--- src/rtl/sprite_pkg.sv ---
// Shared types and constants for the sprite blitter: screen geometry,
// coordinate/colour types and the frame-event decode.
package sprite_pkg;

    localparam int H_ACTIVE = 640;
    localparam int V_ACTIVE = 480;

    typedef logic [9:0] coord_t;

    typedef struct packed {
        logic [3:0] r;
        logic [3:0] g;
        logic [3:0] b;
    } rgb12_t;

    // First pixel of vertical blanking: the only safe point to retarget the sprite
    function automatic logic frame_event(input coord_t x, input coord_t y);
        return (x == 10'd0) && (y == 10'(V_ACTIVE));
    endfunction

endpackage

--- src/rtl/sprite_blitter_if.sv ---
// Control-side bundle of the sprite blitter: position update handshake
// and animation enable.
interface sprite_blitter_if;
    import sprite_pkg::*;

    coord_t pos_x;
    coord_t pos_y;
    logic   pos_valid;
    logic   pos_ready;
    logic   anim_en;

    modport master (output pos_x, output pos_y, output pos_valid, output anim_en,
                    input  pos_ready);
    modport slave  (input  pos_x, input  pos_y, input  pos_valid, input  anim_en,
                    output pos_ready);

endinterface

--- src/rtl/sprite_anim_ctrl.sv ---
// Position double-buffer (pending -> active at frame events) and the
// animation divider / frame index counter.
module sprite_anim_ctrl
    import sprite_pkg::*;
#(
    parameter  int FRAMES   = 4,
    parameter  int ANIM_DIV = 8,
    localparam int FIDX_W   = (FRAMES > 1) ? $clog2(FRAMES) : 1,
    localparam int DIV_W    = (ANIM_DIV > 1) ? $clog2(ANIM_DIV) : 1
) (
    input  logic              vga_clk,
    input  logic              reset,
    sprite_blitter_if.slave   pos_bus,
    input  logic              frame_ev,
    output coord_t            act_x,
    output coord_t            act_y,
    output logic [FIDX_W-1:0] frame_idx
);

    coord_t            act_x_r;
    coord_t            act_y_r;
    coord_t            pend_x_r;
    coord_t            pend_y_r;
    logic              pend_r;
    logic              ready_r;
    logic [DIV_W-1:0]  div_r;
    logic [FIDX_W-1:0] frame_r;

    // Position handshake: a pending update is only promoted at a frame event,
    // so the active position is stable for a whole displayed frame.
    always_ff @(posedge vga_clk or posedge reset) begin
        if (reset) begin
            act_x_r  <= 10'd0;
            act_y_r  <= 10'd0;
            pend_x_r <= 10'd0;
            pend_y_r <= 10'd0;
            pend_r   <= 1'b0;
            ready_r  <= 1'b1;
        end else if (frame_ev && pend_r) begin
            act_x_r <= pend_x_r;
            act_y_r <= pend_y_r;
            pend_r  <= 1'b0;
            ready_r <= 1'b1;
        end else if (pos_bus.pos_valid && ready_r) begin
            pend_x_r <= pos_bus.pos_x;
            pend_y_r <= pos_bus.pos_y;
            pend_r   <= 1'b1;
            ready_r  <= 1'b0;
        end else begin
            pend_r  <= pend_r;
            ready_r <= ready_r;
        end
    end

    // Animation stepping: divider counts enabled frame events, frame index wraps
    always_ff @(posedge vga_clk or posedge reset) begin
        if (reset) begin
            div_r   <= {DIV_W{1'b0}};
            frame_r <= {FIDX_W{1'b0}};
        end else if (frame_ev && pos_bus.anim_en) begin
            if (div_r == DIV_W'(ANIM_DIV - 1)) begin
                div_r   <= {DIV_W{1'b0}};
                frame_r <= (frame_r == FIDX_W'(FRAMES - 1)) ? {FIDX_W{1'b0}}
                                                            : frame_r + FIDX_W'(1);
            end else begin
                div_r <= div_r + DIV_W'(1);
            end
        end else begin
            div_r   <= div_r;
            frame_r <= frame_r;
        end
    end

    assign act_x             = act_x_r;
    assign act_y             = act_y_r;
    assign frame_idx         = frame_r;
    assign pos_bus.pos_ready = ready_r;

endmodule

--- src/rtl/sprite_blitter.sv ---
// Single animated, integer-scaled sprite layer: hit test, ROM address
// generation, latency-matched flag pipeline and registered RGB/hit output.
module sprite_blitter
    import sprite_pkg::*;
#(
    parameter int SPR_W      = 20,
    parameter int SPR_H      = 20,
    parameter int FRAMES     = 4,
    parameter int SCALE_LOG2 = 1,
    parameter int ROM_LAT    = 1,
    parameter int IDX_W      = 5,
    parameter int ADDR_W     = $clog2(SPR_W * SPR_H * FRAMES),
    parameter int TRANSP_IDX = 0,
    parameter int ANIM_DIV   = 8
) (
    input  logic              vga_clk,
    input  logic              reset,
    input  coord_t            DrawX,
    input  coord_t            DrawY,
    input  logic              blank,
    sprite_blitter_if.slave   pos_bus,
    output logic [ADDR_W-1:0] rom_addr,
    input  logic [IDX_W-1:0]  rom_q,
    output logic [IDX_W-1:0]  pal_index,
    input  logic [11:0]       pal_rgb,
    output logic [3:0]        red,
    output logic [3:0]        green,
    output logic [3:0]        blue,
    output logic              pixel_hit
);

    localparam int FIDX_W   = (FRAMES > 1) ? $clog2(FRAMES) : 1;
    localparam int FRAME_SZ = SPR_W * SPR_H;
    localparam int BOX_W    = SPR_W << SCALE_LOG2;
    localparam int BOX_H    = SPR_H << SCALE_LOG2;

    coord_t              act_x_s;
    coord_t              act_y_s;
    logic [FIDX_W-1:0]   frame_idx_s;
    logic                frame_ev_s;
    logic [10:0]         lx_s;
    logic [10:0]         ly_s;
    logic [10:0]         u_s;
    logic [10:0]         v_s;
    logic                in_x_s;
    logic                in_y_s;
    logic                in_box_s;
    logic [ADDR_W-1:0]   addr_s;

    logic [ADDR_W-1:0]   rom_addr_r;
    logic [ROM_LAT:0]    inbox_pipe_r;
    logic [ROM_LAT:0]    blank_pipe_r;
    rgb12_t              rgb_r;
    logic                hit_r;

    assign frame_ev_s = frame_event(DrawX, DrawY);

    sprite_anim_ctrl #(
        .FRAMES   (FRAMES),
        .ANIM_DIV (ANIM_DIV)
    ) u_anim_ctrl (
        .vga_clk   (vga_clk),
        .reset     (reset),
        .pos_bus   (pos_bus),
        .frame_ev  (frame_ev_s),
        .act_x     (act_x_s),
        .act_y     (act_y_s),
        .frame_idx (frame_idx_s)
    );

    // Hit test in 11 bits so the box end past column 1023 never wraps
    always_comb begin
        lx_s     = {1'b0, DrawX} - {1'b0, act_x_s};
        ly_s     = {1'b0, DrawY} - {1'b0, act_y_s};
        u_s      = lx_s >> SCALE_LOG2;
        v_s      = ly_s >> SCALE_LOG2;
        in_x_s   = ({1'b0, DrawX} >= {1'b0, act_x_s}) &&
                   ({1'b0, DrawX} <  ({1'b0, act_x_s} + 11'(BOX_W)));
        in_y_s   = ({1'b0, DrawY} >= {1'b0, act_y_s}) &&
                   ({1'b0, DrawY} <  ({1'b0, act_y_s} + 11'(BOX_H)));
        in_box_s = in_x_s && in_y_s;
        if (in_box_s) begin
            addr_s = ADDR_W'(int'(frame_idx_s) * FRAME_SZ + int'(v_s) * SPR_W + int'(u_s));
        end else begin
            addr_s = {ADDR_W{1'b0}};
        end
    end

    // Address register plus flag delay line matched to the ROM latency
    always_ff @(posedge vga_clk or posedge reset) begin
        if (reset) begin
            rom_addr_r   <= {ADDR_W{1'b0}};
            inbox_pipe_r <= {(ROM_LAT + 1){1'b0}};
            blank_pipe_r <= {(ROM_LAT + 1){1'b0}};
        end else begin
            rom_addr_r   <= addr_s;
            inbox_pipe_r <= {inbox_pipe_r[ROM_LAT-1:0], in_box_s};
            blank_pipe_r <= {blank_pipe_r[ROM_LAT-1:0], blank};
        end
    end

    // Output stage: opaque texel inside active video drives palette colour
    always_ff @(posedge vga_clk or posedge reset) begin
        if (reset) begin
            rgb_r <= 12'd0;
            hit_r <= 1'b0;
        end else if (blank_pipe_r[ROM_LAT] && inbox_pipe_r[ROM_LAT] &&
                     (rom_q != IDX_W'(TRANSP_IDX))) begin
            rgb_r <= rgb12_t'(pal_rgb);
            hit_r <= 1'b1;
        end else begin
            rgb_r <= 12'd0;
            hit_r <= 1'b0;
        end
    end

    assign rom_addr  = rom_addr_r;
    assign pal_index = rom_q;
    assign red       = rgb_r.r;
    assign green     = rgb_r.g;
    assign blue      = rgb_r.b;
    assign pixel_hit = hit_r;

endmodule

--- src/flat_wrapper.sv ---
// flat-port wrapper written by rule: the top's interface ports become plain ports
module sprite_blitter_flat import sprite_pkg::*;
#(
    parameter int SPR_W      = 20,
    parameter int SPR_H      = 20,
    parameter int FRAMES     = 4,
    parameter int SCALE_LOG2 = 1,
    parameter int ROM_LAT    = 1,
    parameter int IDX_W      = 5,
    parameter int ADDR_W     = $clog2(SPR_W * SPR_H * FRAMES),
    parameter int TRANSP_IDX = 0,
    parameter int ANIM_DIV   = 8
)
  (vga_clk, reset, DrawX, DrawY, blank, rom_addr, rom_q, pal_index, pal_rgb, red, green, blue, pixel_hit, pos_bus_pos_x, pos_bus_pos_y, pos_bus_pos_valid, pos_bus_anim_en, pos_bus_pos_ready);
  sprite_blitter_if pos_bus_i ();
  input  logic vga_clk;
  input  logic reset;
  input  coord_t DrawX;
  input  coord_t DrawY;
  input  logic blank;
  output logic [ADDR_W-1:0] rom_addr;
  input  logic [IDX_W-1:0] rom_q;
  output logic [IDX_W-1:0] pal_index;
  input  logic [11:0] pal_rgb;
  output logic [3:0] red;
  output logic [3:0] green;
  output logic [3:0] blue;
  output logic pixel_hit;
  input wire logic [$bits(pos_bus_i.pos_x)-1:0] pos_bus_pos_x;
  input wire logic [$bits(pos_bus_i.pos_y)-1:0] pos_bus_pos_y;
  input wire logic [$bits(pos_bus_i.pos_valid)-1:0] pos_bus_pos_valid;
  input wire logic [$bits(pos_bus_i.anim_en)-1:0] pos_bus_anim_en;
  output wire logic [$bits(pos_bus_i.pos_ready)-1:0] pos_bus_pos_ready;
  assign pos_bus_i.pos_x = pos_bus_pos_x;
  assign pos_bus_i.pos_y = pos_bus_pos_y;
  assign pos_bus_i.pos_valid = pos_bus_pos_valid;
  assign pos_bus_i.anim_en = pos_bus_anim_en;
  assign pos_bus_pos_ready = pos_bus_i.pos_ready;
  sprite_blitter #(.SPR_W(SPR_W), .SPR_H(SPR_H), .FRAMES(FRAMES), .SCALE_LOG2(SCALE_LOG2), .ROM_LAT(ROM_LAT), .IDX_W(IDX_W), .ADDR_W(ADDR_W), .TRANSP_IDX(TRANSP_IDX), .ANIM_DIV(ANIM_DIV)) u_core (.vga_clk(vga_clk), .reset(reset), .DrawX(DrawX), .DrawY(DrawY), .blank(blank), .pos_bus(pos_bus_i), .rom_addr(rom_addr), .rom_q(rom_q), .pal_index(pal_index), .pal_rgb(pal_rgb), .red(red), .green(green), .blue(blue), .pixel_hit(pixel_hit));
endmodule
--- config.mk ---
export PLATFORM = sky130hd
export DESIGN_NAME = sprite_blitter_flat
export DESIGN_NICKNAME = d
export VERILOG_FILES = /design/src/rtl/sprite_pkg.sv /design/src/rtl/sprite_blitter_if.sv /design/src/rtl/sprite_anim_ctrl.sv /design/src/rtl/sprite_blitter.sv /design/src/flat_wrapper.sv
export SDC_FILE = /design/constraint.sdc
export NUM_CORES = 1
export LEC_CHECK = 0
export ABC_AREA = 1
export CORE_MARGIN = 10
export CORE_UTILIZATION = 58
export CTS_BUF_LIST = sky130_fd_sc_hd__clkbuf_16
export CTS_CLUSTER_SIZE = 40
export DETAILED_ROUTE_END_ITERATION = 16
export PLACE_DENSITY_LB_ADDON = 0.1
export SETUP_SLACK_MARGIN = 0.05
export SLEW_MARGIN = 20
export SYNTH_ARGS = -nofsm -noshare
export SYNTH_HDL_FRONTEND = slang
export SYNTH_HIERARCHICAL = 1
export SYNTH_SLANG_ARGS = --single-unit
--- constraint.sdc ---
create_clock -name vga_clk -period 8.3 [get_ports vga_clk]
set_input_delay 0.83 -clock vga_clk [delete_from_list [all_inputs] [get_ports vga_clk]]
set_output_delay 0.83 -clock vga_clk [all_outputs]
set_load 0.03 [all_outputs]
## After elaboration in Yosys (flattened, before gate mapping)

Index checks and enable logic that the tools add are counted.

- Bits in registers: 75
- Input port bits: 62
- Output and inout port bits: 30
- Word-level logic and storage cells: 56

- Add/sub/neg operators: 8
- Multipliers: 2
- Magnitude comparators: 4
- Equal/unequal tests: 3
- Muxes and demuxes: 9
- Bitwise gates (word level): 1
- Reductions and logical operators: 14

Operator list:

| cell | number |
|---|---|
| adder 10 x 6 -> 11 bit (second input constant) | 2 |
| adder 11 bit | 2 |
| < comparator 10 x 11 -> 1 bit | 2 |
| subtractor 10 x 10 -> 11 bit | 2 |
| greater-or-equal comparator 10 bit | 2 |
| two-way mux 12 bit | 1 |
| two-way mux 11 bit | 1 |
| == test 10 x 9 -> 1 bit (second input constant) | 1 |
| zero test 10 bit | 1 |
| multiplier 10 x 3 -> 9 bit (second input constant) | 1 |
| logical AND 1 bit | 9 |
| multiplier 2 x 5 -> 7 bit (second input constant) | 1 |
| two-way mux 1 bit | 5 |
| nonzero test 5 bit | 1 |
| AND reduction 2 bit | 2 |
| adder 3 x 1 -> 3 bit (second input constant) | 1 |
| == test 3 bit (second input constant) | 1 |
| two-way mux 3 bit | 1 |
| adder 2 x 1 -> 2 bit (second input constant) | 1 |
| == test 2 bit (second input constant) | 1 |
| two-way mux 2 bit | 1 |
| nonzero test 2 bit | 1 |
| inverter 1 bit | 1 |

## Longest topological paths before layout

Gate-level depths: netlist of run 1.

- Depth after elaboration: 5
- Mapped depth: 28
- Depth with buffers taken out: 28

## Cells and area by module

The synthesis of run 1 kept the hierarchy.

Modules (own cells, without submodules):

| module | instances | cells each | area each (um2) | sequential area each (um2) |
|---|---|---|---|---|
| sprite_blitter | 1 | 446 | 3348.2 | 700.7 |
| sprite_anim_ctrl | 1 | 214 | 1920.6 | 1177.4 |

## Worst setup path after synthesis of run 1

OpenSTA, ideal clock, no wires.

- Path type: input-to-reg
- Start: in DrawY[0]
- End: reg u_core.rom_addr_r[10], in the netlist u_core/rom_addr[10]
- Library setup time: 119 ps
- Arrival time: 4521 ps
- Data required time: 8181 ps
- Setup slack: 3660 ps
- Stages: 24
- Path buffers: 0
- Path through: inv_1 > ha_1 > inv_1 > fa_1 > nand3_1 > nand2_1 > xor2_1 > ha_1 > ha_1 > fa_1 > nand3_1 > nand2_1 > xnor2_1 > fa_1 > inv_1 > ha_1 > nand2_1 > or2_2 > nand3_1 > nand3_1 > nand2_1 > nand2_1 > nand2_1 > nor2_1

- Word-level cells in the longest chain between the ends: 5
- Elaborated cells between the ends (all ways): 9
- Classes of those cells: 3 x add/sub; 1 x mul; 2 x order compare; 1 x mux; 2 x reduce/logical

Ends and longest elaborated chain:

| what | line | source |
|---|---|---|
| start, declared | flat_wrapper.sv:19 | `input coord_t DrawY;` |
| subtractor 10 x 10 -> 11 bit | sprite_blitter.sv:74 | `ly_s = {1'b0, DrawY} - {1'b0, act_y_s};` |
| multiplier 10 x 3 -> 9 bit | sprite_blitter.sv:83 | `addr_s = ADDR_W'(int'(frame_idx_s) * FRAME_SZ + int'(v_s) * SPR_W + int'(u_s));` |
| adder 11 bit (2 in series) | sprite_blitter.sv:83 |  |
| two-way mux 11 bit (*) | sprite_blitter.sv:82 | `if (in_box_s) begin` |
| via u_core.addr_s[10] | sprite_blitter.sv:48 | `logic [ADDR_W-1:0] addr_s;` |
| end signal, assigned | sprite_blitter.sv:92 | `rom_addr_r <= {ADDR_W{1'b0}};` |
| end signal, assigned | sprite_blitter.sv:96 | `rom_addr_r <= addr_s;` |
| end, declared | sprite_blitter.sv:50 | `logic [ADDR_W-1:0] rom_addr_r;` |

Mark *: on every way through the listed nets, which the timed path passes. The rest lies on a longest branch.
A chain may end at the register's enable or synchronous reset.

## Final worst setup path of run 1

Ends and elaborated chain as after synthesis.

==> results of run 1 <==
==> placed cells by master (no fill, tap or decap), types with 2 or more instances in the layout <==
cell | Yosys | final
a21oi_1 | 29 | 29
a31oi_1 | 2 | 2
buf_4 | 8 | 2
clkbuf_16 | 0 | 9
clkdlybuf4s50_1 | 0 | 91
clkinv_1 | 1 | 3
clkinv_4 | 0 | 2
dfrtp_1 | 74 | 74
fa_1 | 9 | 9
ha_1 | 62 | 62
inv_1 | 83 | 83
inv_2 | 11 | 11
nand2_1 | 175 | 175
nand2_2 | 5 | 5
nand3_1 | 72 | 72
nand4_1 | 7 | 7
nor2_1 | 29 | 29
nor2_2 | 9 | 9
nor3_1 | 7 | 7
nor3_2 | 2 | 2
nor3b_1 | 2 | 2
nor4_1 | 4 | 4
o21a_1 | 2 | 2
o21ai_0 | 6 | 6
o21ai_1 | 4 | 4
or2_2 | 2 | 2
xnor2_1 | 7 | 7
xor2_1 | 25 | 25
==> power by group through the flow <==
stage	Clock [mW]	Combinational (mW)	Sequential [mW]
floorplan	0	0.232	0.397
global placement	0	0.320	0.390
detailed placement	0	0.333	0.391
CTS	0.388	0.336	0.384
global route	0.406	0.376	0.386
finish	0.381	0.333	0.384
==> per-layer routing <==
metal,wire length (um),track usage
met1,5080,0.208
met2,6210,0.327
met3,625,0.0458
met4,275,0.0726
met5,0,0
==> cells by family after synthesis <==
family	Yosys count	share of synthesized area
and+or+nand+nor	318	0.266
adders and majority gates	71	0.181
AOI/OAI and AO/OA	49	0.0513
buffers and inverters	115	0.0914
xor gates and xnor gates	32	0.0532
DFF	75	0.356
==> layout make-up <==
cell class / instances / area share
Sequential cell: 75 / 0.289
Clock inverter: 7 / 0.0106
Inverter: 95 / 0.0549
Timing Repair Buffer: 93 / 0.142
Tap cell: 108 / 0.0208
Multi-Input combinational cell: 470 / 0.448
Clock buffer: 9 / 0.0347
==> critical path: cells and delay by family <==
kind	cells	cell delay, ps
adders and majority gates	6	2050
and+or+nand+nor	11	1090
buffers and inverters	5	710
AOI/OAI and AO/OA	2	370
xor gates and xnor gates	2	270
==> cell usage after synthesis (2+ instances only) <==
| cell type | instances | area, um^2 |
|---|---|---|
| dfrtp_1 | 74 | 1850 |
| o21ai_1 | 4 | 20.0 |
| ha_1 | 62 | 776 |
| nor4_1 | 4 | 25.0 |
| inv_2 | 11 | 41.3 |
| fa_1 | 9 | 180 |
| a21oi_1 | 29 | 145 |
| xor2_1 | 25 | 219 |
| a31oi_1 | 2 | 12.5 |
| nand4_1 | 7 | 43.8 |
| nor2_2 | 9 | 56.3 |
| o21ai_0 | 6 | 30.0 |
| nor3_2 | 2 | 20.0 |
| nor2_1 | 29 | 109 |
| nand2_2 | 5 | 31.3 |
| nand3_1 | 72 | 360 |
| or2_2 | 2 | 12.5 |
| nand2_1 | 175 | 657 |
| buf_4 | 8 | 60.1 |
| nor3b_1 | 2 | 15.0 |
| inv_1 | 83 | 312 |
| nor3_1 | 7 | 35.0 |
| xnor2_1 | 7 | 61.3 |
| o21a_1 | 2 | 15.0 |
| buf_2 | 10 | 50.1 |
==> path summary, 6_finish.rpt <==
kind | to | slack [ps] | cells past startpoint
max | u_core/rom_addr[10] | 3150 | 26
min | u_core/inbox_pipe_r[1] | 350 | 0
max reg2reg | u_core/rom_addr[10] | 3770 | 23
min reg2reg | u_core/inbox_pipe_r[1] | 350 | 0
max in group asynchronous | u_core/u_anim_ctrl/pos_bus.pos_ready | 6920 | 3
min in group asynchronous | u_core/red[2] | 930 | 2
==> stage by stage <==
step	instance area, um^2	instances	power [mW]	util	hold slack, ps
floorplan	5270	660	0.629	-	331
global placement	6200	841	0.711	0.708	332
detailed placement	6200	841	0.723	0.708	335
CTS	6500	857	1.11	0.742	347
global route	6500	857	1.17	0.742	365
finish	6500	857	1.10	0.742	346
==> flip-flops by register name, indices dropped and copies added (netlist names), 2 cells and up <==
name and count:
u_core/blank_pipe_r 2, u_core/blue 4, u_core/green 4, u_core/inbox_pipe_r 2
u_core/red 4, u_core/rom_addr 11, u_core/u_anim_ctrl/act_x 10, u_core/u_anim_ctrl/act_y 10
u_core/u_anim_ctrl/div_r 3, u_core/u_anim_ctrl/frame_idx 2, u_core/u_anim_ctrl/pend_x_r 10, u_core/u_anim_ctrl/pend_y_r 10
==> reports/qor.txt, run 1 <==
CP endpoint kind: register
post-DP HPWL: 9930 um
Pre-Repair DR Iteration Count: 4
Reg area: 1880 um^2
ant diodes: 0
Worst EP arrival: 5330 ps
violation count after the first detailed-route iteration: 230
GPL Wtd Cong: 0.912
RSZ-0062 raised after global routing: false
H-tree level count: 3
fill cell count: 689
Syn Std Cell Area: 5270 um^2
NetSw: 344 uW
Hold Path Class: reg2reg
DRC violations left: 0
share of cells above drive strength 1: 0.0654
leakage: 3.37 nW
ys flop type: dfrtp_1
Fin Setup TNS: 0 ps
Die Width: 115 um
#FFs+latches synth: 75
Final WS setup: 3150 ps
DRT antenna net count: 0
Synthesis Warnings: 6
number of distinct library cells after synthesis: 39
Starting Density: 0.601
largest net degree at the start of global routing: 48
Comb pwr share: 0.303
Sw Ratio: 0.313
number of port buffers: 91
P&R area growth vs syn: 23.3%
asr flop ratio synth: 1.00
Synth Instances: 660
slowest CP cell: fa_1
num rows: 34
Final setup viols: 0
clk_lat worst skew: 340 ps
Clock Skew: 7.23 ps
Max Cap Violations: 0
Hold Crit Start: u_core/inbox_pipe_r[0]
TritonCTS buffer count: 9
Tmin final: 5150 ps
crit path launch type: primary input
FF-to-FF Start: u_core/u_anim_ctrl/act_y[3]
Achievable Freq: 0.194 GHz
Multi-input gate area: 2910 um^2
Post-synth EDFFs: 0
sequential share of power: 0.350
first-pass GRT wire length: 20200 um
CTS tree: done
Vias: 4458
drt wl/cell: 14.2 um
Final Slew Violations: 0
internal power: 754 uW
final wirelength: 12200 um
Root Driver: clkbuf_16
nets: 877
vias in the first global route: 4547
relative slew slack: 0.369
antenna violations before repair: 0
Synth Net Count: 793
Clk pwr share: 0.347
Least-Margin Pin Slew: 940 ps
Crit Path Max Fanout: 5
# clock sinks: 75
Die Y: 115 um
Bufs on Longest Clock Path: 2
Mapped Avg Cell Area: 7.98 um^2
CTS clk-pin slew, worst paths: 60 ps
Seq/Total Area, Yosys: 0.356
die area: 13300 um^2
Final Hold Viols: 0
CP peak stage delay: 510 ps
gr usage total: 0.185
DR vias/cell: 5.20
I/O Pins: 92
critical path type: in2reg
post-CTS sizing: 0
status: complete, no violations
CP dominant cell by count: nand2_1
Worst EP required: 8490 ps
setup bufs post-CTS: 0
hold_buf cts: 0
Max VDD drop: 0.128 mV
pre-CTS WS: 2810 ps
Cell Pwr Density: 169 nW/um^2
CORE AREA: 8760 um^2
fin crit share: 0.620
Setup crit start: DrawY[0]
GRT overflow: 0
(Power assumes the default switching activity.)
==> run 2: changes to the inputs <==
--- a/config.mk
+++ b/config.mk
@@ -7,7 +7,7 @@
 export LEC_CHECK = 0
 export ABC_AREA = 1
 export CORE_MARGIN = 10
-export CORE_UTILIZATION = 58
+export CORE_UTILIZATION = 49
 export CTS_BUF_LIST = sky130_fd_sc_hd__clkbuf_16
 export CTS_CLUSTER_SIZE = 40
 export DETAILED_ROUTE_END_ITERATION = 16
==> constraint.sdc (replaced) <==
create_clock -name vga_clk -period 4.3 [get_ports vga_clk]
set_input_delay 0.43 -clock vga_clk [delete_from_list [all_inputs] [get_ports vga_clk]]
set_output_delay 0.43 -clock vga_clk [all_outputs]
set_load 0.03 [all_outputs]
==> reports/qor.txt, run 2 (same netlist as run 1, synthesis figures left out) <==
Root Driver: clkbuf_16
CTS tree: done
CP endpoint kind: register
total power: 2.35 mW
GPL Wtd Cong: 0.864
violation count after the first detailed-route iteration: 173
I/O Pins: 92
R2R cell count: 23
CTS clk-pin slew, worst paths: 60 ps
Final Hold Viols: 0
Clock Skew: 7.31 ps
num rows: 37
Reg2Reg Setup Slack: 190 ps
drt wl/cell: 13.8 um
DRC violations left: 0
crit path launch type: register
H-tree level count: 3
gr usage total: 0.164
DRT antenna net count: 0
nets: 919
Starting Density: 0.506
Max Cap Violations: 0
commonest non-fill, non-tap cell in the layout: nand2_1
# clock sinks: 75
Crit Path Max Fanout: 2
Worst R2R End: u_core/rom_addr[10]
DR vias/cell: 5.01
relative slew slack: 0.533
Cell Pwr Density: 333 nW/um^2
Tmin final: 4110 ps
Die Width: 124 um
P&R area growth vs syn: 33.9%
worst setup path end: u_core/rom_addr[10]
Setup crit start: u_core/u_anim_ctrl/act_y[0]
critical path type: reg2reg
largest net degree at the start of global routing: 48
final core utilization: 0.677
CORE AREA: 10400 um^2
Least-Margin Pin Slew: 701 ps
Pre-Repair DR Iteration Count: 4
max reg flops: 11
status: complete, no violations
Bufs on Longest Clock Path: 2
Post-Layout Inst Area: 7060 um^2
placed insts: 909
Max VDD drop: 0.215 mV
share of cells above drive strength 1: 0.157
post-DP HPWL: 9870 um
die area: 15300 um^2
vias in the first global route: 4489
GRT overflow: 0
antenna violations before repair: 0
FF-to-FF Start: u_core/u_anim_ctrl/act_y[0]
Hold Path Class: reg2reg
Achievable Freq: 0.243 GHz
Cell Area, Placed: 6540 um^2
hold_buf cts: 0
Final setup viols: 0
number of port buffers: 91
clk_lat worst skew: 330 ps
Worst EP arrival: 4300 ps
leakage: 3.61 nW
Worst EP required: 4490 ps
first-pass GRT wire length: 20600 um
ant diodes: 0
commonest cells after routing, fill and taps aside: nand2_1, clkdlybuf4s50_1, inv_1
Fin Setup TNS: 0 ps
Final Slew Violations: 0
fin crit share: 0.956
Die Y: 124 um
Vias: 4639
TritonCTS buffer count: 9
final wirelength: 12800 um
Final Non-Filler Cells: 926
run 2: cell count changes in the layout (fill, tap and decap cells not counted), sizes merged:
cell,before,now
inv,95,94
clkdlybuf4s50,91,86
buf,2,44
clkbuf,9,10
clkinvlp,0,1
dlygate4sd2,0,2
clkinv,6,5
dlymetal6s2s,0,2
run 2: critical path, stage by stage (launching register included):
cell     delay (ps)
dfrtp_1         380
ha_2            180
inv_2            40
fa_2            370
buf_4           140
xor2_1          160
ha_1            300
ha_2            200
fa_2            350
nand3_2         100
nand2_2          80
xnor2_2         140
fa_1            500
inv_1            60
ha_4            250
buf_4           150
a21oi_4         160
nand3_4          90
inv_1            60
nand2_1          60
nand2_1          60
nand2_1          50
nand2_1          50
nor2_1           40
run 2: metrics by stage:
| step | setup slack, ps | hold WS [ps] |
|---|---|---|
| after CTS | 70.0 | 347 |
| after floorplan | 59.5 | 331 |
| after detailed placement | -620 | 335 |
| after global placement | -530 | 335 |
| final | 189 | 346 |
| after global routing | -7.97 | 354 |
run 2: final cells by class:
type                       instances  area (um^2)
clock inverter                     6         65.1
fill                             893         3360
tap                              136          170
clock buffer                       9          225
inverter                          95          357
multi-input combinational        470         3120
sequential                        75         1880
timing repair buffer             135         1240
run 2: worst min-delay path by stage:
stage                             end  cells after the start  slack (ps)                   start
4_1_cts        u_core/blank_pipe_r[1]                      0         350  u_core/blank_pipe_r[0]
5_1_grt        u_core/inbox_pipe_r[1]                      0         350  u_core/inbox_pipe_r[0]
2_1_floorplan  u_core/blank_pipe_r[1]                      0         330  u_core/blank_pipe_r[0]
6_report       u_core/blank_pipe_r[1]                      0         350  u_core/blank_pipe_r[0]
3_5_place_dp   u_core/blank_pipe_r[1]                      0         330  u_core/blank_pipe_r[0]
3_3_place_gp   u_core/blank_pipe_r[1]                      0         340  u_core/blank_pipe_r[0]
run 2: what timing repair did:
item | in CTS | in global routing
endpoints found under the hold margin | 0 | 0
buffers inserted | 1 | 1
pin swaps | 4 | 16
setup endpoints to repair | 3 | 2
cloned | 0 | 0
gates resized for setup | 11 | 32
run 2: power breakdown:
group	internal (mW)	switching, mW	leakage [nW]
logic	0.423	0.438	2.45
registers	0.731	0.0116	1.02
clock network	0.447	0.298	0.142
total	1.60	0.748	3.61
run 2: per-layer routing:
layer	track usage	vias to the layer above	part of all wire
li1	-	2362	-
met1	0.196	2145	0.42
met2	0.286	111	0.50
met3	0.0389	21	0.060
met4	0.0488	0	0.017
met5	0	-	0
==> run 3: changes to the inputs <==
--- a/config.mk
+++ b/config.mk
@@ -7,7 +7,7 @@
 export LEC_CHECK = 0
 export ABC_AREA = 1
 export CORE_MARGIN = 10
-export CORE_UTILIZATION = 49
+export CORE_UTILIZATION = 54
 export CTS_BUF_LIST = sky130_fd_sc_hd__clkbuf_16
 export CTS_CLUSTER_SIZE = 40
 export DETAILED_ROUTE_END_ITERATION = 16
==> constraint.sdc (replaced) <==
create_clock -name vga_clk -period 3.8 [get_ports vga_clk]
set_input_delay 0.38 -clock vga_clk [delete_from_list [all_inputs] [get_ports vga_clk]]
set_output_delay 0.38 -clock vga_clk [all_outputs]
set_load 0.03 [all_outputs]
==> reports/qor.txt, run 3 (same netlist as run 1, synthesis figures left out) <==
I/O Pins: 92
Reg2Reg Setup Slack: -250 ps
crit path buf inv count: 4
final core utilization: 0.807
Cell Pwr Density: 390 nW/um^2
share of cells above drive strength 1: 0.215
Max Cap Violations: 0
status: finished, violations left
violation count after the first detailed-route iteration: 211
Reg area: 1880 um^2
num rows: 35
violated checks: negative setup slack
DR vias/cell: 5.19
CTS clk-pin slew, worst paths: 60 ps
CTS tree: done
CP peak stage delay: 490 ps
P&R area growth vs syn: 43.6%
critical path type: reg2reg
Root Driver: clkbuf_16
R2R cell count: 24
Final WS setup: -248 ps
NetSw: 901 uW
critical path's top delay family: adder cells
fin crit share: 1.07
Achievable Freq: 0.247 GHz
Die Width: 119 um
number of port buffers: 91
Clk pwr share: 0.328
FF-to-FF Start: u_core/u_anim_ctrl/act_y[2]
final wirelength: 14900 um
worst hold stages: 0
Final Hold Viols: 0
CP endpoint kind: register
CORE AREA: 9370 um^2
largest net degree at the start of global routing: 48
hold_buf cts: 0
# clock sinks: 75
first-pass GRT wire length: 22800 um
Hold Crit Start: u_core/blank_pipe_r[0]
die area: 14100 um^2
commonest cells after routing, fill and taps aside: nand2_1, clkdlybuf4s50_1, inv_1
drt wl/cell: 15.7 um
Sw Ratio: 0.305
internal power: 2.05 mW
leakage: 3.84 nW
ant diodes: 0
post-DP HPWL: 10700 um
Vias: 4949
critical-path cell list: inv_1, ha_4, nand2_1, nand2_1, inv_2, nand2_2, a21oi_4, xnor2_4, ha_4, fa_2, nand3_2, nand2_2, xnor2_2, fa_1, inv_2, ha_4, nand2_2, or2_4, nand3_2, inv_1, nand2_1, nand3_1, nand2_1, nor2_1
fill cell count: 631
TritonCTS buffer count: 9
Clock Skew: 8.93 ps
GRT overflow: 0
gr usage total: 0.192
slowest CP cell: fa_1
Max VDD drop: 0.301 mV
commonest non-fill, non-tap cell in the layout: nand2_1
Pre-Repair DR Iteration Count: 5
vias in the first global route: 5051
Least-Margin Pin Slew: 926 ps
Worst EP required: 3990 ps
H-tree level count: 3
relative slew slack: 0.379
Crit Path Max Fanout: 4
clk_lat worst skew: 330 ps
pre-CTS WS: -944 ps
Hold Path End: u_core/blank_pipe_r[1]
max reg flops: 11
Final Slew Violations: 0
Multi-input gate area: 3310 um^2
DRT antenna net count: 0
Hold Path Class: reg2reg
Starting Density: 0.562
antenna violations before repair: 0
RSZ-0062 raised after global routing: true
Worst EP arrival: 4240 ps
Bufs on Longest Clock Path: 2
nets: 952
crit path launch type: register
Die Y: 119 um
DRC violations left: 0
GPL Wtd Cong: 0.893
sequential share of power: 0.284
Tmin final: 4050 ps
CP dominant cell by count: nand2_1
Worst R2R End: u_core/rom_addr[10]
Final setup viols: 2
Comb pwr share: 0.388
-- run 3: what timing repair did --
action	4_1_cts	5_1_grt
endpoints found under the hold margin	0	0
gates resized for setup	19	34
pin swaps	9	10
endpoints found under the setup margin	5	4
setup buffers	0	4
-- run 3: through the flow --
stage	total power [mW]	cells	TNS [ps]	instance area (um^2)	hold slack (ps)
2_1_floorplan	1.44	660	-49.4	5380	331
3_3_place_gp	1.76	933	-3020	6870	333
3_5_place_dp	1.80	933	-3480	6870	348
4_1_cts	2.80	949	-203	7310	359
5_1_grt	3.11	953	-787	7570	376
6_report	2.95	953	-299	7570	352
-- run 3: worst max path at each step --
stage	start	to	cells past startpoint	slack, ps
detailed placement	DrawY[0]	u_core/rom_addr[10]	26	-940
global route	u_core/u_anim_ctrl/act_y[2]	u_core/rom_addr[10]	27	-470
finish	u_core/u_anim_ctrl/act_y[2]	u_core/rom_addr[10]	24	-250
global placement	DrawY[0]	u_core/rom_addr[10]	26	-810
CTS	u_core/u_anim_ctrl/act_y[0]	u_core/rom_addr[10]	25	-190
floorplan	DrawY[0]	u_core/rom_addr[10]	25	-50
-- run 3: area by class of cell --
| cell class | count | area share |
|---|---|---|
| multi-input combinational | 470 | 0.437 |
| sequential | 75 | 0.248 |
| timing repair buffer | 168 | 0.199 |
| inverter | 95 | 0.0491 |
| clock buffer | 9 | 0.0298 |
| tap | 129 | 0.0213 |
| clock inverter | 7 | 0.0152 |
-- run 3: metal layers --
layer,vias up,share of wire,track usage
li1,2428,-,-
met2,173,0.53,0.353
met3,39,0.047,0.0347
met1,2309,0.39,0.213
met4,0,0.029,0.0718
met5,-,0,0
-- run 3: worst register-to-register path: stages (launching register included) --
cell     delay, ps
dfrtp_1        380
inv_1           90
ha_4           220
nand2_1         80
nand2_1         90
inv_2           80
nand2_2        120
a21oi_4        250
xnor2_4        180
ha_4           260
fa_2           430
nand3_2         80
nand2_2         60
xnor2_2        140
fa_1           490
inv_2           40
ha_4           270
nand2_2         50
or2_4          230
nand3_2         70
inv_1           40
nand2_1         70
nand3_1         80
nand2_1         70
nor2_1          40
-- run 3: power by group through the flow --
| stage | Sequential, mW | Clock [mW] | Combinational (mW) |
|---|---|---|---|
| after global routing | 0.842 | 1.02 | 1.25 |
| after detailed placement | 0.854 | 0 | 0.945 |
| after global placement | 0.852 | 0 | 0.907 |
| after floorplan | 0.866 | 0 | 0.577 |
| final | 0.840 | 0.968 | 1.15 |
| after CTS | 0.839 | 0.984 | 0.979 |
